`src/rtl/fbuff_port_sched_if.sv`:
```
`default_nettype none
// +----------------------------------------------------------------------------+
// | fbuff_port_sched_if                                                        |
// | Camera, ALU, frame-buffer port A, mode control and status signals.         |
// | Rev 1.0                                                                    |
// +----------------------------------------------------------------------------+
interface fbuff_port_sched_if #(
    parameter int AW         = 19,
    parameter int DW         = 12,
    parameter int FIFO_DEPTH = 4
);
    localparam int c_lw = $clog2(FIFO_DEPTH) + 1;

    logic [1:0]      mode_req;
    logic            vsync_cam;
    logic            cam_wen;
    logic [AW-1:0]   cam_waddr;
    logic [DW-1:0]   cam_wdata;
    logic            alu_valid;
    logic [AW-1:0]   alu_waddr;
    logic [DW-1:0]   alu_wdata;
    logic            alu_ready;
    logic            ovf_clr;
    logic            fb_wea;
    logic [AW-1:0]   fb_addra;
    logic [DW-1:0]   fb_dina;
    logic [1:0]      mode_cur;
    logic            cam_ovf;
    logic [c_lw-1:0] fifo_level;
    logic [1:0]      state_debug;

    modport master (
        output mode_req, vsync_cam, cam_wen, cam_waddr, cam_wdata,
        output alu_valid, alu_waddr, alu_wdata, ovf_clr,
        input  alu_ready, fb_wea, fb_addra, fb_dina,
        input  mode_cur, cam_ovf, fifo_level, state_debug
    );

    modport slave (
        input  mode_req, vsync_cam, cam_wen, cam_waddr, cam_wdata,
        input  alu_valid, alu_waddr, alu_wdata, ovf_clr,
        output alu_ready, fb_wea, fb_addra, fb_dina,
        output mode_cur, cam_ovf, fifo_level, state_debug
    );
endinterface
`default_nettype wire

```
`src/rtl/fbuff_port_sched.sv`:
```
`default_nettype none
// +----------------------------------------------------------------------------+
// | fbuff_port_sched                                                           |
// | Shares frame-buffer write port A between a camera FIFO and an ALU stream.  |
// | Rev 1.0                                                                    |
// +----------------------------------------------------------------------------+
module fbuff_port_sched #(
    parameter int AW         = 19,
    parameter int DW         = 12,
    parameter int FIFO_DEPTH = 4,
    parameter int STARVE_LIM = 8
) (
    input  wire logic         sys_clk,
    input  wire logic         rst,
    fbuff_port_sched_if.slave bus
);
    localparam int c_pw = $clog2(FIFO_DEPTH);
    localparam int c_lw = c_pw + 1;
    localparam int c_sw = $clog2(STARVE_LIM + 1);
    localparam int c_ew = AW + DW;

    localparam logic [c_lw-1:0] c_full_lvl   = c_lw'(FIFO_DEPTH);
    localparam logic [c_sw-1:0] c_starve_max = c_sw'(STARVE_LIM);
    localparam logic [c_pw-1:0] c_ptr_one    = c_pw'(1);
    localparam logic [c_lw-1:0] c_lvl_one    = c_lw'(1);
    localparam logic [c_sw-1:0] c_stv_one    = c_sw'(1);

    localparam logic [1:0] c_mode_pass   = 2'd0;
    localparam logic [1:0] c_mode_proc   = 2'd1;
    localparam logic [1:0] c_mode_shared = 2'd2;
    localparam logic [1:0] c_mode_rsvd   = 2'd3;

    localparam logic [1:0] c_st_run   = 2'd0;
    localparam logic [1:0] c_st_drain = 2'd1;

    logic [1:0]      r_state;
    logic [1:0]      r_mode;
    logic            r_vsync_d;
    logic [c_ew-1:0] r_mem [FIFO_DEPTH];
    logic [c_pw-1:0] r_wptr;
    logic [c_pw-1:0] r_rptr;
    logic [c_lw-1:0] r_level;
    logic [c_sw-1:0] r_starve;
    logic            r_ovf;
    logic            r_fb_wea;
    logic [AW-1:0]   r_fb_addra;
    logic [DW-1:0]   r_fb_dina;

    logic [1:0]      w_req_mode;
    logic            w_run;
    logic            w_drain;
    logic            w_empty;
    logic            w_full;
    logic            w_alu_ready;
    logic            w_alu_gnt;
    logic            w_cam_gnt;
    logic            w_cam_en;
    logic            w_push;
    logic            w_drop;
    logic            w_vsync_rise;
    logic [c_ew-1:0] w_head;

    // Reserved mode folds onto PASS so it never triggers a spurious drain.
    assign w_req_mode   = (bus.mode_req == c_mode_rsvd) ? c_mode_pass : bus.mode_req;
    assign w_run        = (r_state == c_st_run);
    assign w_drain      = (r_state == c_st_drain);
    assign w_empty      = (r_level == '0);
    assign w_full       = (r_level == c_full_lvl);
    assign w_vsync_rise = bus.vsync_cam & ~r_vsync_d;
    assign w_head       = r_mem[r_rptr];

    assign w_alu_ready = w_run & ((r_mode == c_mode_proc) |
                                  ((r_mode == c_mode_shared) & (w_empty | (r_starve == c_starve_max))));
    assign w_alu_gnt   = bus.alu_valid & w_alu_ready;
    assign w_cam_gnt   = ~w_alu_gnt & ~w_empty & ~(w_run & (r_mode == c_mode_proc));

    // A push into a full FIFO is still taken when the head leaves in the same cycle.
    assign w_cam_en = bus.cam_wen & ((r_mode != c_mode_proc) | w_drain);
    assign w_push   = w_cam_en & (~w_full | w_cam_gnt);
    assign w_drop   = w_cam_en & w_full & ~w_cam_gnt;

    always_ff @(posedge sys_clk or posedge rst) begin
        if (rst) begin
            r_state   <= c_st_run;
            r_mode    <= c_mode_pass;
            r_vsync_d <= 1'b0;
        end else begin
            r_vsync_d <= bus.vsync_cam;
            case (r_state)
                c_st_run: begin
                    if (w_vsync_rise && (w_req_mode != r_mode))
                        r_state <= c_st_drain;
                end
                c_st_drain: begin
                    if (w_empty) begin
                        r_mode  <= w_req_mode;
                        r_state <= c_st_run;
                    end
                end
                default: r_state <= c_st_run;
            endcase
        end
    end

    always_ff @(posedge sys_clk) begin
        if (w_push)
            r_mem[r_wptr] <= {bus.cam_waddr, bus.cam_wdata};
    end

    always_ff @(posedge sys_clk or posedge rst) begin
        if (rst) begin
            r_wptr     <= '0;
            r_rptr     <= '0;
            r_level    <= '0;
            r_starve   <= '0;
            r_ovf      <= 1'b0;
            r_fb_wea   <= 1'b0;
            r_fb_addra <= '0;
            r_fb_dina  <= '0;
        end else begin
            if (w_alu_gnt) begin
                r_fb_wea   <= 1'b1;
                r_fb_addra <= bus.alu_waddr;
                r_fb_dina  <= bus.alu_wdata;
            end else if (w_cam_gnt) begin
                r_fb_wea   <= 1'b1;
                r_fb_addra <= w_head[c_ew-1:DW];
                r_fb_dina  <= w_head[DW-1:0];
            end else begin
                r_fb_wea   <= 1'b0;
            end

            if (w_push)
                r_wptr <= r_wptr + c_ptr_one;
            if (w_cam_gnt)
                r_rptr <= r_rptr + c_ptr_one;

            case ({w_push, w_cam_gnt})
                2'b10:   r_level <= r_level + c_lvl_one;
                2'b01:   r_level <= r_level - c_lvl_one;
                default: r_level <= r_level;
            endcase

            if (w_alu_gnt || !bus.alu_valid)
                r_starve <= '0;
            else if (w_cam_gnt && (r_starve != c_starve_max))
                r_starve <= r_starve + c_stv_one;

            // A fresh overflow outranks a clear in the same cycle.
            if (w_drop)
                r_ovf <= 1'b1;
            else if (bus.ovf_clr)
                r_ovf <= 1'b0;
        end
    end

    assign bus.alu_ready   = w_alu_ready;
    assign bus.fb_wea      = r_fb_wea;
    assign bus.fb_addra    = r_fb_addra;
    assign bus.fb_dina     = r_fb_dina;
    assign bus.mode_cur    = r_mode;
    assign bus.cam_ovf     = r_ovf;
    assign bus.fifo_level  = r_level;
    assign bus.state_debug = r_state;
endmodule
`default_nettype wire

```
`src/flat_wrapper.sv`:
```
// flat-port wrapper written by rule: the top's interface ports become plain ports
module fbuff_port_sched_flat 
#(
    parameter int AW         = 19,
    parameter int DW         = 12,
    parameter int FIFO_DEPTH = 4,
    parameter int STARVE_LIM = 8
)
  (sys_clk, rst, bus_mode_req, bus_vsync_cam, bus_cam_wen, bus_cam_waddr, bus_cam_wdata, bus_alu_valid, bus_alu_waddr, bus_alu_wdata, bus_ovf_clr, bus_alu_ready, bus_fb_wea, bus_fb_addra, bus_fb_dina, bus_mode_cur, bus_cam_ovf, bus_fifo_level, bus_state_debug);
  fbuff_port_sched_if #(.AW(AW), .DW(DW), .FIFO_DEPTH(FIFO_DEPTH)) bus_i ();
  input  wire logic sys_clk;
  input  wire logic rst;
  input wire logic [$bits(bus_i.mode_req)-1:0] bus_mode_req;
  input wire logic [$bits(bus_i.vsync_cam)-1:0] bus_vsync_cam;
  input wire logic [$bits(bus_i.cam_wen)-1:0] bus_cam_wen;
  input wire logic [$bits(bus_i.cam_waddr)-1:0] bus_cam_waddr;
  input wire logic [$bits(bus_i.cam_wdata)-1:0] bus_cam_wdata;
  input wire logic [$bits(bus_i.alu_valid)-1:0] bus_alu_valid;
  input wire logic [$bits(bus_i.alu_waddr)-1:0] bus_alu_waddr;
  input wire logic [$bits(bus_i.alu_wdata)-1:0] bus_alu_wdata;
  input wire logic [$bits(bus_i.ovf_clr)-1:0] bus_ovf_clr;
  output wire logic [$bits(bus_i.alu_ready)-1:0] bus_alu_ready;
  output wire logic [$bits(bus_i.fb_wea)-1:0] bus_fb_wea;
  output wire logic [$bits(bus_i.fb_addra)-1:0] bus_fb_addra;
  output wire logic [$bits(bus_i.fb_dina)-1:0] bus_fb_dina;
  output wire logic [$bits(bus_i.mode_cur)-1:0] bus_mode_cur;
  output wire logic [$bits(bus_i.cam_ovf)-1:0] bus_cam_ovf;
  output wire logic [$bits(bus_i.fifo_level)-1:0] bus_fifo_level;
  output wire logic [$bits(bus_i.state_debug)-1:0] bus_state_debug;
  assign bus_i.mode_req = bus_mode_req;
  assign bus_i.vsync_cam = bus_vsync_cam;
  assign bus_i.cam_wen = bus_cam_wen;
  assign bus_i.cam_waddr = bus_cam_waddr;
  assign bus_i.cam_wdata = bus_cam_wdata;
  assign bus_i.alu_valid = bus_alu_valid;
  assign bus_i.alu_waddr = bus_alu_waddr;
  assign bus_i.alu_wdata = bus_alu_wdata;
  assign bus_i.ovf_clr = bus_ovf_clr;
  assign bus_alu_ready = bus_i.alu_ready;
  assign bus_fb_wea = bus_i.fb_wea;
  assign bus_fb_addra = bus_i.fb_addra;
  assign bus_fb_dina = bus_i.fb_dina;
  assign bus_mode_cur = bus_i.mode_cur;
  assign bus_cam_ovf = bus_i.cam_ovf;
  assign bus_fifo_level = bus_i.fifo_level;
  assign bus_state_debug = bus_i.state_debug;
  fbuff_port_sched #(.AW(AW), .DW(DW), .FIFO_DEPTH(FIFO_DEPTH), .STARVE_LIM(STARVE_LIM)) u_core (.sys_clk(sys_clk), .rst(rst), .bus(bus_i));
endmodule
```
`config.mk`:
```
export PLATFORM = sky130hd
export DESIGN_NAME = fbuff_port_sched_flat
export DESIGN_NICKNAME = d
export VERILOG_FILES = /design/src/rtl/fbuff_port_sched_if.sv /design/src/rtl/fbuff_port_sched.sv /design/src/flat_wrapper.sv
export SDC_FILE = /design/constraint.sdc
export NUM_CORES = 1
export LEC_CHECK = 0
export BUFFER_PORTS_ARGS = -buffer_cell sky130_fd_sc_hd__buf_2
export CAP_MARGIN = 10
export CORE_MARGIN = 10
export CORE_UTILIZATION = 55
export CTS_CLUSTER_DIAMETER = 100
export DETAILED_ROUTE_END_ITERATION = 12
export GPL_ROUTABILITY_DRIVEN = 0
export PLACE_DENSITY = 0.78
export SKIP_CTS_REPAIR_TIMING = 1
export SLEW_MARGIN = 20
export SYNTH_ARGS = -nofsm -noshare
export SYNTH_HDL_FRONTEND = slang
export SYNTH_SLANG_ARGS = --single-unit
```
`constraint.sdc`:
```
create_clock -name sys_clk -period 4.8 [get_ports sys_clk]
set_input_delay 0.24 -clock sys_clk [delete_from_list [all_inputs] [get_ports sys_clk]]
set_output_delay 0.24 -clock sys_clk [all_outputs]
set_load 0.005 [all_outputs]
```
* Word level (Yosys, flattened, before mapping)
Memories as Yosys holds them, arrays and structs flattened. Cells that the tools add are included.
Operators by class: reduce and logical (&&, ||, !) cells 12, mux-type cells 17, add/sub/neg operators 5, bitwise operators 21, equality and inequality tests 13
Operators with widths (count):
- $mux 19 | 2
- $mux 12 | 2
- $and 1x1->1 | 11
- $mux 4 | 2
- $reduce_bool 2->1 | 4
- $eq 2x1->1 const B | 3
- $eq 2x2->1 const B | 3
- $mux 1 | 6
- $mux 2 | 3
- $not 1->1 | 6
- $pmux 3 s2 | 1
- $add 2x1->2 const B | 2
- $add 4x1->4 const B | 1
- $eq 4x4->1 const B | 1
- $ne 2x2->1 const B | 2
- $ne 4x4->1 const B | 1
- $or 1x1->1 | 4
- $pmux 2 s2 | 1
- $reduce_and 2->1 | 2
- $add 3x1->3 const B | 1
- $eq 3x3->1 const B | 1
- $logic_not 3->1 | 1
- $sub 3x1->3 const B | 1
- $logic_and 1x1->1 | 2
- other kinds (5) | 5
Storage, ports and cells: output and inout port bits 41, memories 1, bits in writable memories 124, register bits 49, input port bits 70
Memories:
- u_core.r_mem | depth 4, width 31, rd ports 1, clocked after Yosys merged registers in 0, write ports 1, line fbuff_port_sched.sv:39 | logic [c_ew-1:0] r_mem [FIFO_DEPTH];

* Depth between registers and ports, before layout
Gate-level depths: netlist of the first run.
word-level depth 13, mapped depth 10, gate-level depth less buffers 10

* Worst setup path after synthesis of the first run
Ideal clock, no wire load.
kind flip-flop to flip-flop, start point register u_core.r_mode[0], in the netlist u_core.bus.mode_cur[0], end point memory u_core.r_mem[0][0] (netlist bit), enable pin, data arrival time 2.099 ns, clock period less this slack 2.490 ns, cell stages (with the launch flop) 6, data required time 4.409 ns, path slack 2.310 ns, path buffers 0, cell sequence dfrtp_1 > or3b_4 > nand2_1 > nor2_1 > o21a_1 > and2_1
Between the ends: cells in the longest elaborated chain, start to end 12, elaborated cells on any way between the ends 18
RTL lines:
- start: declaration | line fbuff_port_sched.sv:37 | logic [1:0] r_mode;
- start signal: assignment | line fbuff_port_sched.sv:85 | r_mode <= c_mode_pass;
- start signal: assignment | line fbuff_port_sched.sv:96 | r_mode <= w_req_mode;
- $eq 2x2->1 | line fbuff_port_sched.sv:73 | ((r_mode == c_mode_shared) & (w_empty | (r_starve == c_starve_max))));
- $and 1x1->1 | line fbuff_port_sched.sv:73
- $or 1x1->1 | line fbuff_port_sched.sv:72 | assign w_alu_ready = w_run & ((r_mode == c_mode_proc) |
- $and 1x1->1 | line fbuff_port_sched.sv:72
- $and 1x1->1 | line fbuff_port_sched.sv:74 | assign w_alu_gnt = bus.alu_valid & w_alu_ready;
- $not 1->1 | line fbuff_port_sched.sv:75 | assign w_cam_gnt = ~w_alu_gnt & ~w_empty & ~(w_run & (r_mode == c_mode_proc));
- $and 1x1->1 (2 in a row) | line fbuff_port_sched.sv:75
- $or 1x1->1 | line fbuff_port_sched.sv:79 | assign w_push = w_cam_en & (~w_full | w_cam_gnt);
- $and 1x1->1 (*) | line fbuff_port_sched.sv:79
- $mux 1 (*) | line fbuff_port_sched.sv:106 | if (w_push)
- $mux 1 (not written as such) (*) | line fbuff_port_sched.sv:107 | r_mem[r_wptr] <= {bus.cam_waddr, bus.cam_wdata};
- end: declaration | line fbuff_port_sched.sv:39
Every way passes the cells marked *; elsewhere a longest branch is shown, timed or not.

* Worst setup path in the final report of the first run
start point register u_core.r_mode[1], in the netlist u_core.bus.mode_cur[1], end point memory u_core.r_mem[1][8] (netlist bit), enable pin
The elaborated chain is that of the path after synthesis.

==> impl_metrics.ini, run 1 <==
[setup_path]
critPathArrivalTime_ns = 2.71
end_kind = register
slowest_delay_ns = 0.73
rrSetupSlack_ns = 2.14
startpoint_type = register
slowest_stage = and2_2
cp_cell_sequence = xnor2_1, nor3_1, nor2_1, o21a_1, and2_2
rr_worst_depth = 5
cp.required_ns = 4.85
crit_type = register to register
cp_max_fo = 31

[logic_synthesis]
syn_nets = 454
synth-seq-cells = 172
synth_fa_ha_area_frac = 0.0139
ys_types = 43
synth_xor_area_frac = 0.00640
synth_area_um2 = 6840
yosys_warnings = 0
yosys.area_share.simple = 0.0648
synth_area_leaders = edfxtp_1, dfrtp_1, mux4_2
synthCells = 377
yosysSeqAreaShare = 0.720
yosys.area.top_type = edfxtp_1
synth_top_family_by_area = multiplexers
synth_top_area_frac = 0.544
syn_area_per_cell_um2 = 18.1
synth_compound_area_frac = 0.0655
synthMuxAreaShare = 0.105

[clock_tree]
clk_latency_ns = 0.43
clk_path_buf_depth = 2
cts-htree-levels = 4
clk_pin_slew_ns = 0.06
cts_tree = done
cts_root_buffer = clkbuf_16
cts_made_buffers = 17
cts.sinks = 172

[run]
cap_violations = 0

[detailed_routing]
drcViolationCount = 0
routedWlPerCell_um = 21.4
via_per_inst = 5.83
first_iter_violations = 363
ant_nets = 0
drt_first_pass_iters = 4
vias = 3898
routed_wl_mm = 14.3

[die]
num_rows = 40
die_y_um = 132
io_pins = 111
dieArea_um2 = 17300
die_w_um = 132
start_util = 0.565
coreArea_um2 = 12100

[finish]
nNetsFinal = 564
layout_commonest_cell = edfxtp_1
nFillCells = 835
drive_gt1_frac = 0.378
final_area_um2 = 8150
final_cells = 669
synthToLayoutAreaGrowth_pct = 19.2
mostFrequentLayoutCells = edfxtp_1, buf_2, dfrtp_1, and3_1
final_core_util = 0.673

[pwr]
p_clk_frac = 0.266
power_frac_seq = 0.432
power.switching_mw = 1.60
ir_worst_vdd_v = 0.000280
sw_frac_of_total = 0.295
p_total_mw = 5.41
power.leakage_nw = 3.17
combinationalPowerShare = 0.302
power.density_nw_per_um2 = 663
cellInternalPower_mw = 3.81

[timing]
rsz0062_at_grt = false
worstMarginPinSlew_ns = 0.993
hold_ws_ns = -0.0214
setup_tns_ns = 0
fin_skew_ns = 0.00798
fin_crit_sh = 0.554
drv_slew = 0
slew_headroom = 0.337
finalCriticalPeriod_ns = 2.66
hold_viol_final = 48
fmax_ghz = 0.376
setup_viol = 0

[global_route]
grt.total_usage = 0.169
antenna_found_initial = 2
grt_start_max_net_pins = 49
grt_pass1_vias = 4158
grt.overflow.total = 0
grt_pass1_wl_mm = 22.8

[placed_design]
port_buffers = 109
dpl.hpwl_mm = 8.97
post-place-cells = 635
place_area_um2 = 7500

[status]
violations = hold timing
outcome = finished with violations

[worst_hold_path]
holdCritPathClass = input port to asynchronous set/reset pin
-- critical path, delay by kind of cell (launching register included) --
| kind | cells | cell delay [ns] |
|---|---|---|
| AO/OA/AOI/OAI | 1 | 0.30 |
| XOR/XNOR | 1 | 0.28 |
| flip-flops | 1 | 0.46 |
| AND/OR/NAND/NOR | 3 | 1.21 |
-- power by group through the flow --
stage	clock network, mW	logic (mW)	registers, mW
2_1_floorplan	0	1.25	2.24
3_3_place_gp	0	1.60	2.33
3_5_place_dp	0	1.66	2.35
4_1_cts	1.47	1.67	2.33
5_1_grt	1.53	1.80	2.39
6_report	1.44	1.63	2.33
-- final timing paths --
check	from	end
setup / recovery	u_core.bus.mode_cur[1]	u_core.r_mem[1][8]
hold / removal	rst	u_core.r_rptr[1]
min in group sys_clk	bus_ovf_clr	u_core.bus.cam_ovf
max in group asynchronous	rst	u_core.r_rptr[0]
setup reg to reg	u_core.bus.mode_cur[1]	u_core.r_mem[1][8]
hold reg to reg	u_core.bus.fb_addra[18]	u_core.bus.fb_addra[18]
-- cells by family (layout without fill, tap and decap cells) --
| kind of cell | count (synthesis) | in the layout |
|---|---|---|
| buffers and inverters | 33 | 156 |
| muxes | 33 | 33 |
| other | 1 | 2 |
| and+or+nand+nor | 74 | 74 |
| AOI/OAI and AO/OA | 52 | 52 |
| DFF | 172 | 172 |
| xor gates and xnor gates | 5 | 5 |
| adders and majority gates | 7 | 7 |
-- state kept, by name (all words and copies together) (netlist names) --
| name | count |
|---|---|
| u_core.r_wptr | 2 |
| u_core.bus.fifo_level | 3 |
| u_core.bus.cam_ovf | 1 |
| u_core.r_starve | 4 |
| u_core.r_mem | 124 |
| u_core.r_rptr | 2 |
| u_core.bus.fb_addra | 19 |
| u_core.bus.mode_cur | 2 |
| u_core.bus.state_debug | 1 |
| u_core.r_vsync_d | 1 |
| u_core.bus.fb_dina | 12 |
| u_core.bus.fb_wea | 1 |
-- Yosys cell counts (all sizes together) --
master / number
ha: 6
a21oi: 3
o22ai: 1
o211ai: 1
o21ai: 6
mux2: 2
a32o: 1
nor2b: 2
edfxtp: 124
clkbuf: 10
a221oi: 1
nor2: 8
buf: 11
or3: 2
a221o: 31
a31oi: 1
nand2b: 1
xnor2: 3
nand3: 8
or3b: 1
xor2: 2
o21a: 2
mux4: 31
a311oi: 1
fa: 1
nand2: 8
dfrtp: 48
a21boi: 4
conb: 1
nand3b: 2
and2: 7
inv: 12
and3: 32
nor3: 3
-- metal layers --
metal	vias to the layer above	wire, µm	share of wire	global-route usage
met3	21	753	0.053	0.0488
met2	124	7420	0.52	0.280
met4	2	269	0.019	0.0760
li1	1738	-	-	-
met1	2013	5830	0.41	0.200
met5	-	11	0.00077	0
-- final cells by class --
class	count	area, µm²	share of cell area
clock inverters	12	168	0.0206
flip-flops and latches	172	4930	0.604
diodes	1	2.50	0.000307
multi-input cells	172	1760	0.216
well taps	168	210	0.0258
inverters	12	46.3	0.00568
clock buffers	20	467	0.0572
repair buffers	112	571	0.0700
-- through the flow --
step / hold WS (ns) / setup WS [ns]
2_1_floorplan: 0.271 / 2.31
3_3_place_gp: 0.365 / 2.27
6_report: -0.0214 / 2.14
4_1_cts: -0.0820 / 2.12
3_5_place_dp: 0.368 / 2.15
5_1_grt: 0.00851 / 1.93
Note: power is estimated with default switching activity, not from simulation.
==> run 2, diff against run 1 <==
- clock period: 4.8 -> 2.6 ns (I/O delays scaled with it)
==> run 2 against run 1 <==
  * The run now ends clean
  * Non-clock buffer count rose by 71
  * Flip-flop and latch count did not move
  * Sequential power rose by 82%
  * First-iteration DRC count unchanged
  * Global-route usage rose by 0.84 points
  * Critical path type unchanged
  * Critical endpoint is now u_core.r_mem[0][18]
  * Largest cell class unchanged
  * Largest power group unchanged
==> impl_metrics.ini, run 2 (same netlist as run 1, synthesis figures left out) <==
[detailed_routing]
routed_wl_mm = 16.4
first_iter_violations = 363
vias = 4274
via_per_inst = 5.78
drt_first_pass_iters = 5
routedWlPerCell_um = 22.1
ant_nets = 0
drcViolationCount = 0

[clock_tree]
cts_made_buffers = 17
clk_path_buf_depth = 2
clk_latency_ns = 0.43
cts-htree-levels = 4
cts.sinks = 172
clk_pin_slew_ns = 0.07
cts_tree = done
cts_root_buffer = clkbuf_16

[die]
die_w_um = 132
die_y_um = 132
num_rows = 40
io_pins = 111
start_util = 0.565
coreArea_um2 = 12100
dieArea_um2 = 17300

[finish]
drive_gt1_frac = 0.343
antennaDiodeCount = 0
layout_commonest_cell = edfxtp_1
regMostFlops = u_core.r_mem
nNetsFinal = 635
nFillCells = 760
largest_reg_flops = 124
mostFrequentLayoutCells = edfxtp_1, buf_2, dlygate4sd3_1, dfrtp_1, and3_1
synthToLayoutAreaGrowth_pct = 29.0

[worst_hold_path]
holdCritPathClass = input port to register

[global_route]
grt_pass1_wl_mm = 23.8
grt_pass1_vias = 4308
grt.overflow.total = 0
grt_start_max_net_pins = 35
grt.total_usage = 0.177
antenna_found_initial = 0

[timing]
fin_crit_sh = 0.958
fmax_ghz = 0.401
hold_viol_final = 0
rsz0062_at_grt = true
drv_slew = 0
fin_skew_ns = 0.00987
finalCriticalPeriod_ns = 2.49
setup_ws_ns = 0.109
hold_ws_ns = 0.00207
worstMarginPinSlew_ns = 0.859
slew_headroom = 0.427
setup_viol = 0

[pwr]
power.leakage_nw = 3.47
p_total_mw = 10.2
ir_worst_vdd_v = 0.000670
power.density_nw_per_um2 = 1160

[run]
cap_violations = 0

[placed_design]
dp_slack_ns = 0.138
port_buffers = 109
dpl.hpwl_mm = 9.63

[status]
outcome = finished, final reports clean

[setup_path]
startpoint_type = register
end_kind = register
cp.required_ns = 2.65
cp_max_fo = 31
critPathArrivalTime_ns = 2.55
crit_type = register to register
==> run 2: stage by stage <==
| stage | cell area (µm²) | util | cells | TNS (ns) |
|---|---|---|---|---|
| floorplan | 6840 | - | 377 | 0 |
| global placement | 7560 | 0.624 | 642 | 0 |
| detailed placement | 7560 | 0.624 | 642 | 0 |
| CTS | 8170 | 0.675 | 674 | 0 |
| global route | 8820 | 0.729 | 739 | -1.08 |
| finish | 8820 | 0.729 | 739 | 0 |
==> run 2: layout make-up <==
class | count | area (µm²) | area share
Clock inverter | 15 | 188 | 0.0213
Inverter | 12 | 45.0 | 0.00510
Sequential cell | 172 | 4930 | 0.558
Timing Repair Buffer | 183 | 1260 | 0.143
Clock buffer | 17 | 425 | 0.0482
Multi-Input combinational cell | 172 | 1760 | 0.200
Tap cell | 168 | 210 | 0.0238
==> run 2: worst paths after layout <==
path                                          from                 endpoint  slack [ns]  cells after the start
max                             u_core.r_starve[0]      u_core.r_mem[0][18]        0.11                      7
min                                  bus_alu_valid       u_core.r_starve[3]       0.002                      2
max reg2reg                     u_core.r_starve[0]      u_core.r_mem[0][18]        0.11                      7
min reg2reg                u_core.bus.fb_addra[14]  u_core.bus.fb_addra[14]        0.51                      1
max in group asynchronous                      rst   u_core.bus.fb_dina[11]        1.54                      4
min in group asynchronous                      rst    u_core.bus.fb_dina[4]        0.39                      3
==> run 2: layer usage <==
layer	track usage	routed length, µm	part of all wire
met1	0.203	6460	0.39
met2	0.295	8490	0.52
met4	0.0915	529	0.032
met3	0.0541	877	0.054
met5	0	0	0
==> run 2: worst max-delay path, cell delays in order, from the launching register on <==
cell and delay [ns]:
dfrtp_1 0.41, inv_1 0.06, ha_1 0.19, nand3b_1 0.15, nor3_1 0.11, nor2_1 0.15
o21a_1 0.27, and2_2 0.74
==> run 2: report_power, final <==
group          total, mW  switching, mW  internal [mW]
registers           4.25          0.466           3.79
clock network       2.63           1.10           1.53
logic               3.34           1.65           1.69
total               10.2           3.22           7.01
